File: config.mk
export PLATFORM = sky130hd
export DESIGN_NAME = dmem_ctrl
export DESIGN_NICKNAME = d
export VERILOG_FILES = /design/src/rtl/dmem_pkg.sv /design/src/rtl/dmem_array.sv /design/src/rtl/dmem_ctrl.sv
export SDC_FILE = /design/constraint.sdc
export NUM_CORES = 2
export LEC_CHECK = 0
export BUFFER_PORTS_ARGS = -buffer_cell sky130_fd_sc_hd__buf_2
export CORE_MARGIN = 1.5
export CORE_UTILIZATION = 29
export CTS_CLUSTER_DIAMETER = 100
export DETAILED_ROUTE_END_ITERATION = 10
export PLACE_DENSITY = 0.48
export SLEW_MARGIN = 5
export SYNTH_ARGS = -nofsm -noshare
export SYNTH_HDL_FRONTEND = slang
export SYNTH_HIERARCHICAL = 1
export SYNTH_SLANG_ARGS = --single-unit
File: constraint.sdc
create_clock -name clk -period 5.8 [get_ports clk]
set_clock_uncertainty 0.2 [all_clocks]
set_input_delay 0 -clock clk [delete_from_list [all_inputs] [get_ports clk]]
set_output_delay 0 -clock clk [all_outputs]
set_load 0.05 [all_outputs]
File: src/rtl/dmem_pkg.sv
// Shared definitions for the data-memory controller: default geometry and
// the controller state encoding.
package dmem_pkg;

  localparam int DEF_DATA_W = 16;
  localparam int DEF_DEPTH  = 256;
  localparam int DEF_ADDR_W = 16;

  // CLEAR zeroes the array one word per cycle; IDLE serves requests.
  typedef enum logic {
    CLEAR = 1'b0,
    IDLE  = 1'b1
  } dmem_state_t;

  // Number of byte-offset bits inside one word.
  function automatic int lane_bits(input int data_w);
    return $clog2(data_w / 8);
  endfunction

endpackage

File: src/rtl/dmem_array.sv
// Single-port word storage with per-byte write enables and a registered
// read port. There is no reset; contents are only ever zeroed by the
// controller walking through every word.
module dmem_array
  import dmem_pkg::*;
#(
  parameter int DATA_W = DEF_DATA_W,
  parameter int DEPTH  = DEF_DEPTH,
  parameter int AW     = $clog2(DEPTH)
) (
  input  logic                clk,
  input  logic                we,
  input  logic                re,
  input  logic [DATA_W/8-1:0] be,
  input  logic [AW-1:0]       addr,
  input  logic [DATA_W-1:0]   wdata,
  output logic [DATA_W-1:0]   rdata
);

  localparam int BL = DATA_W / 8;

  logic [DATA_W-1:0] mem [DEPTH];

  // Byte-lane writes; lanes with a clear enable keep their old contents.
  always_ff @(posedge clk) begin
    for (int i = 0; i < BL; i++) begin
      if (we && be[i]) begin
        mem[addr][8*i +: 8] <= wdata[8*i +: 8];
      end
    end
  end

  // Registered read: data sampled at the edge the read is issued on.
  always_ff @(posedge clk) begin
    if (re) begin
      rdata <= mem[addr];
    end
  end

endmodule

File: src/rtl/dmem_ctrl.sv
// Data-memory controller: clears the array after reset, then accepts one
// byte-addressed read or write per cycle and answers each accepted request
// with a single response pulse on the following cycle.
module dmem_ctrl
  import dmem_pkg::*;
#(
  parameter int DATA_W = DEF_DATA_W,
  parameter int DEPTH  = DEF_DEPTH,
  parameter int ADDR_W = DEF_ADDR_W
) (
  input  logic                clk,
  input  logic                rst,
  input  logic                req_valid,
  output logic                req_ready,
  input  logic                req_we,
  input  logic [ADDR_W-1:0]   req_addr,
  input  logic [DATA_W-1:0]   req_wdata,
  input  logic [DATA_W/8-1:0] req_be,
  output logic                rsp_valid,
  output logic [DATA_W-1:0]   rsp_rdata,
  output logic                rsp_err,
  output logic                init_done
);

  localparam int BL = DATA_W / 8;
  localparam int LB = lane_bits(DATA_W);
  localparam int AW = $clog2(DEPTH);
  localparam int HI_SHIFT = LB + AW;
  localparam logic [AW-1:0] LAST_WORD = AW'(DEPTH - 1);

  dmem_state_t       state;
  logic [AW-1:0]     cnt;
  logic              rd_ok;

  logic              misaligned;
  logic              out_of_range;
  logic              req_err;
  logic              accept;
  logic [ADDR_W-1:0] addr_hi;
  logic [AW-1:0]     word_addr;

  logic              arr_we;
  logic              arr_re;
  logic [BL-1:0]     arr_be;
  logic [AW-1:0]     arr_addr;
  logic [DATA_W-1:0] arr_wdata;
  logic [DATA_W-1:0] arr_rdata;

  // Address decode: any set byte-offset bit is a misalignment, and any set
  // bit above the word index means the word lies beyond the array.
  always_comb begin
    addr_hi      = req_addr >> HI_SHIFT;
    misaligned   = |req_addr[LB-1:0];
    out_of_range = |addr_hi;
    req_err      = misaligned | out_of_range;
    word_addr    = req_addr[LB +: AW];
    accept       = req_valid & req_ready;
  end

  // Array port steering: the clear walker owns the port in CLEAR, accepted
  // error-free requests own it in IDLE.
  always_comb begin
    arr_we    = 1'b0;
    arr_re    = 1'b0;
    arr_be    = '0;
    arr_addr  = word_addr;
    arr_wdata = req_wdata;
    if (state == CLEAR) begin
      arr_we    = 1'b1;
      arr_be    = '1;
      arr_addr  = cnt;
      arr_wdata = '0;
    end else if (accept && !rst && !req_err) begin
      arr_we = req_we;
      arr_re = !req_we;
      arr_be = req_be;
    end
  end

  dmem_array #(
    .DATA_W (DATA_W),
    .DEPTH  (DEPTH),
    .AW     (AW)
  ) u_array (
    .clk   (clk),
    .we    (arr_we),
    .re    (arr_re),
    .be    (arr_be),
    .addr  (arr_addr),
    .wdata (arr_wdata),
    .rdata (arr_rdata)
  );

  // Controller FSM, clear counter and response registers.
  always_ff @(posedge clk) begin
    if (rst) begin
      state     <= CLEAR;
      cnt       <= '0;
      req_ready <= 1'b0;
      init_done <= 1'b0;
      rsp_valid <= 1'b0;
      rsp_err   <= 1'b0;
      rd_ok     <= 1'b0;
    end else begin
      rsp_valid <= accept;
      rsp_err   <= accept & req_err;
      rd_ok     <= accept & !req_we & !req_err;
      case (state)
        CLEAR: begin
          cnt <= cnt + AW'(1);
          if (cnt == LAST_WORD) begin
            state     <= IDLE;
            req_ready <= 1'b1;
            init_done <= 1'b1;
          end
        end
        IDLE: begin
          req_ready <= 1'b1;
          init_done <= 1'b1;
        end
        default: begin
          state     <= CLEAR;
          cnt       <= '0;
          req_ready <= 1'b0;
          init_done <= 1'b0;
        end
      endcase
    end
  end

  // Read data is only exposed for a successful read response.
  assign rsp_rdata = rd_ok ? arr_rdata : '0;

endmodule

==> summary.md <==
| Metric | Value |
|---|---|
| Result of the run | finished with violations |
| Failing checks | max-capacitance violations, max-slew violations |
| Yosys Warn Count | 6 |
| FF-to-FF setup slack | 0.40 ns |
| Slowest stage cell, crit path | sky130_fd_sc_hd__o41ai_1 |
| Gr usage total | 0.155 |
| Number of nets at the end of the flow | 7667 |
| Setup Fix Bufs, Post-CTS | 0 |
| Pin count of the biggest net entering global routing | between 200 and 250 |
| Number of vias per cell after detailed routing | about 5 |
| Relative slew slack | -0.0740 |
| Worst voltage drop across the vdd grid | 0.240 mV |
| Via count of the routed design | about 76000 |
| Achievable clock frequency | ~0.19 GHz |
| Synthesized Nets | 7182 |
| Post-synthesis sequential element count | about 4100 |
| Leakage power figure | a little under 60 nW |
| Starting density of the core | 0.291 |
| Number of gates given a new drive strength after cts | 0 |
| Period utilisation layout | 0.931 |
| Number of hold violations in the final report | 0 |
| Final global-route overflow total | 0 |
| Number of standard-cell rows in the floorplan | 270 |
| Hold path depth | 3 |
| Reg-to-Reg End | u_array/rdata[3] |
| Clock latency at the later pin of the worst-skew pair | 0.98 ns |
| Fraction of synthesized cell area taken by the top area cell type | 0.783 |
| Commonest non-fill, non-tap cell in the layout | sky130_fd_sc_hd__edfxtp_1 |
| Std-Cell Core Area | 541000 sq um |
| DP HPWL | 260 mm |
| Kind of start point of the critical path | register |
| Cell Area, Synth | 158000 sq um |
| Type of the tightest min-delay check | primary input to register |
| Footprint of the multi-input gates | about 32000 sq um |
| # DRC | 0 |
| Signed area change from the synthesized netlist to the final layout | 16.1% |
| Critical Path RT | roughly 6.3 ns |
| CTS tree | built |
| Final count of negative-setup-slack endpoints | 0 |
| Buffers added on ports | between 50 and 60 |
| Placer congestion estimate | slightly below 0.8 |
| Unique cell type count in the Yosys netlist | 34 |
| Least-Margin Pin Slew | 1.61 ns |
| FF-to-FF path depth | 11 |
| First-pass GRT wire length | 613 mm |
| Minimum clock period | about 5.4 ns |
| TritonCTS Buffers | 403 |
| Capturing element of the worst setup path | u_array/rdata[3] |
| CP Data Arrival Time | 5.88 ns |
| Number of optimization iterations in the first detailed-route pass | 6 |
| Mapped Avg Cell Area | 22.1 sq um |
| Clock slew at the register clock pins of the worst setup and hold paths | around 0.070 ns |
| Dominant cells by area after synthesis | sky130_fd_sc_hd__edfxtp_1 (78%), sky130_fd_sc_hd__mux4_2 (15%), sky130_fd_sc_hd__a22oi_1 (2.4%), sky130_fd_sc_hd__nor2_1 (1.2%), sky130_fd_sc_hd__a21oi_1 (0.83%) |
| Dominant cell type by area after synthesis | sky130_fd_sc_hd__edfxtp_1 |
| Max-capacitance violation count | 1 |
| Nature of the critical path endpoint | register |
| Number of pins exceeding their max-slew limit in the final report | 83 |
| Initial DRC Count | around 8000 |
| Number of levels the H-tree was split into | 5 |
| Sinks on Clock Net | 4125 |
| Initial antenna violation count | 30 |
| Top Family by Delay on Critical Path | compound AO/OA/AOI/OAI gates |
| RSZ-0062 raised after global routing | false |
| Buffer type at the clock tree root | sky130_fd_sc_hd__clkbuf_16 |
| Number of top-level pins | 58 |
| Most frequent cells in the layout | sky130_fd_sc_hd__edfxtp_1 (4112), sky130_fd_sc_hd__mux4_2 (1024), sky130_fd_sc_hd__nor2_1 (519), sky130_fd_sc_hd__a22oi_1 (512), sky130_fd_sc_hd__clkbuf_16 (409) |
| Combined flip-flop and latch cell area | 124000 sq um |
| Library cell appearing most often on the critical path | sky130_fd_sc_hd__buf_4 |
| Critical Path Fanout Max | 54 |
| Detailed-route wire length | 435 mm |
| CP Launch Point | state |
| Die outline width | roughly 740 microns |
| Slowest stage delay, CP | 1.21 ns |
| Setup TNS Final | 0 ns |
| Chip height | between 700 and 800 microns |
| Cell count after synthesis | just over 7000 |
| Routed wire per std cell | 28.7 microns |
| Number of fillers in the final layout | between 50000 and 60000 |
| Sequential cell area fraction in the yosys report | 0.785 |
| Ratio of cells with drive above 1 in the final layout | 0.275 |
| Buffer depth of the longest clock path | 4 |
| Crit Reg-Reg Startpoint | state |
| Total stage count of the critical path | 11 |
| Buffer and inverter count on the worst path | 5 |
| Number of global-route vias before repair | a little under 80000 |
| Worst path cell trace | buf_4, mux2_8, buf_12, buf_4, buf_4, mux4_2, a22oi_1, a21oi_1, o41ai_1, buf_4, nand4_1 |
| Sum of internal, switching and leakage power | 61.9 mW |
| Antenna Nets Post-Route | 0 |
| Critical setup path kind | register to register |
| Total die area | 548000 sq um |
| Power per cell area | roughly 340 nW/um^2 |
-- cell families (layout without fill, tap and decap cells) --
| kind of cell | count (synthesis) | count (layout) | share of synthesized area |
|---|---|---|---|
| AND/OR/NAND/NOR | 669 | 669 | 0.0177 |
| multiplexers | 1033 | 1033 | 0.147 |
| XOR/XNOR | 4 | 4 | 0.000222 |
| adder cells (fa/ha/maj) | 1 | 1 | 0.0000793 |
| other | 0 | 7 | 0 |
| AO/OA/AOI/OAI | 844 | 844 | 0.0369 |
| flip-flops | 4125 | 4125 | 0.785 |
| buffers and inverters | 467 | 1288 | 0.0137 |
-- layer usage --
layer | GRT usage | wire [microns] | vias to the layer above
met3 | 0.0365 | 33500 | 577
met5 | 0 | 113 | -
met2 | 0.250 | 207000 | 2659
met4 | 0.0434 | 12800 | 18
met1 | 0.209 | 182000 | 41753
li1 | - | - | 31294
-- worst min-delay path, stage by stage --
cell                            delay, ns
sky130_fd_sc_hd__dlygate4sd3_1       0.53
sky130_fd_sc_hd__buf_2               0.13
sky130_fd_sc_hd__and2_4              0.29
-- worst min path at each step --
| stage | startpoint | end | slack, ns |
|---|---|---|---|
| after floorplan | req_we | rd_ok | -0.12 |
| after global placement | req_we | rd_ok | 0.03 |
| after detailed placement | req_we | rd_ok | 0.03 |
| after CTS | req_wdata[3] | u_array/mem[179][3] | 0.0003 |
| after global routing | req_wdata[2] | u_array/mem[169][2] | 0.06 |
| final | req_wdata[1] | u_array/mem[168][1] | 0.08 |
-- metrics by stage --
| step | utilization | setup slack (ns) | cells | cell area (sq um) | hold WS [ns] |
|---|---|---|---|---|---|
| final | 0.338 | 0.398 | 15179 | 183000 | 0.0807 |
| after global routing | 0.338 | 0.377 | 15173 | 183000 | 0.0632 |
| after CTS | 0.338 | 0.502 | 15172 | 183000 | 0.000325 |
| after detailed placement | 0.313 | 0.543 | 14392 | 169000 | 0.0307 |
| after global placement | 0.313 | -0.328 | 14383 | 169000 | 0.0251 |
| after floorplan | - | 0.839 | 7143 | 158000 | -0.122 |
-- state kept, by name (all words and copies together) (netlist names) --
| register | count |
|---|---|
| cnt | 8 |
| state | 1 |
| rsp_err | 1 |
| init_done | 1 |
| rsp_valid | 1 |
| rd_ok | 1 |
| u_array/rdata | 16 |
| u_array/mem | 4096 |
-- layout make-up --
type                       instances  share of cell area
tap                             7208              0.0493
sequential                      4125               0.676
timing repair buffer             542              0.0269
multi-input combinational       2551               0.176
clock inverter                   242              0.0143
inverter                           5            0.000102
clock buffer                     499              0.0578
antenna                            7           0.0000957
-- cell usage after synthesis, drive strengths merged --
library cell,instances
dfxtp,13
xnor2,1
nor4,3
ha,1
a21oi,262
nor2,522
clkbuf,275
mux2i,1
mux2,8
edfxtp,4112
nand4b,2
nor2b,9
a22oi,512
nand2b,2
nand3b,2
nand2,27
nand4,25
mux4,1024
buf,187
or3,3
o21ai,6
and2,36
nand3,35
nor3,1
inv,5
or2,2
xor2,3
o41ai,64
-- report_power, final --
part           leakage, nW  switching [mW]  total (mW)  internal [mW]
Clock                 6.41            11.3        26.5           15.2
Combinational         11.3            1.74        3.07           1.33
Sequential            40.9          0.0115        32.3           32.3
-- what timing repair did --
item	4_1_cts	5_1_grt
hold endpoints to repair	3032	0
hold buffers	39	0
endpoints found under the setup margin	0	0
Power figures use the tool's default switching activity.
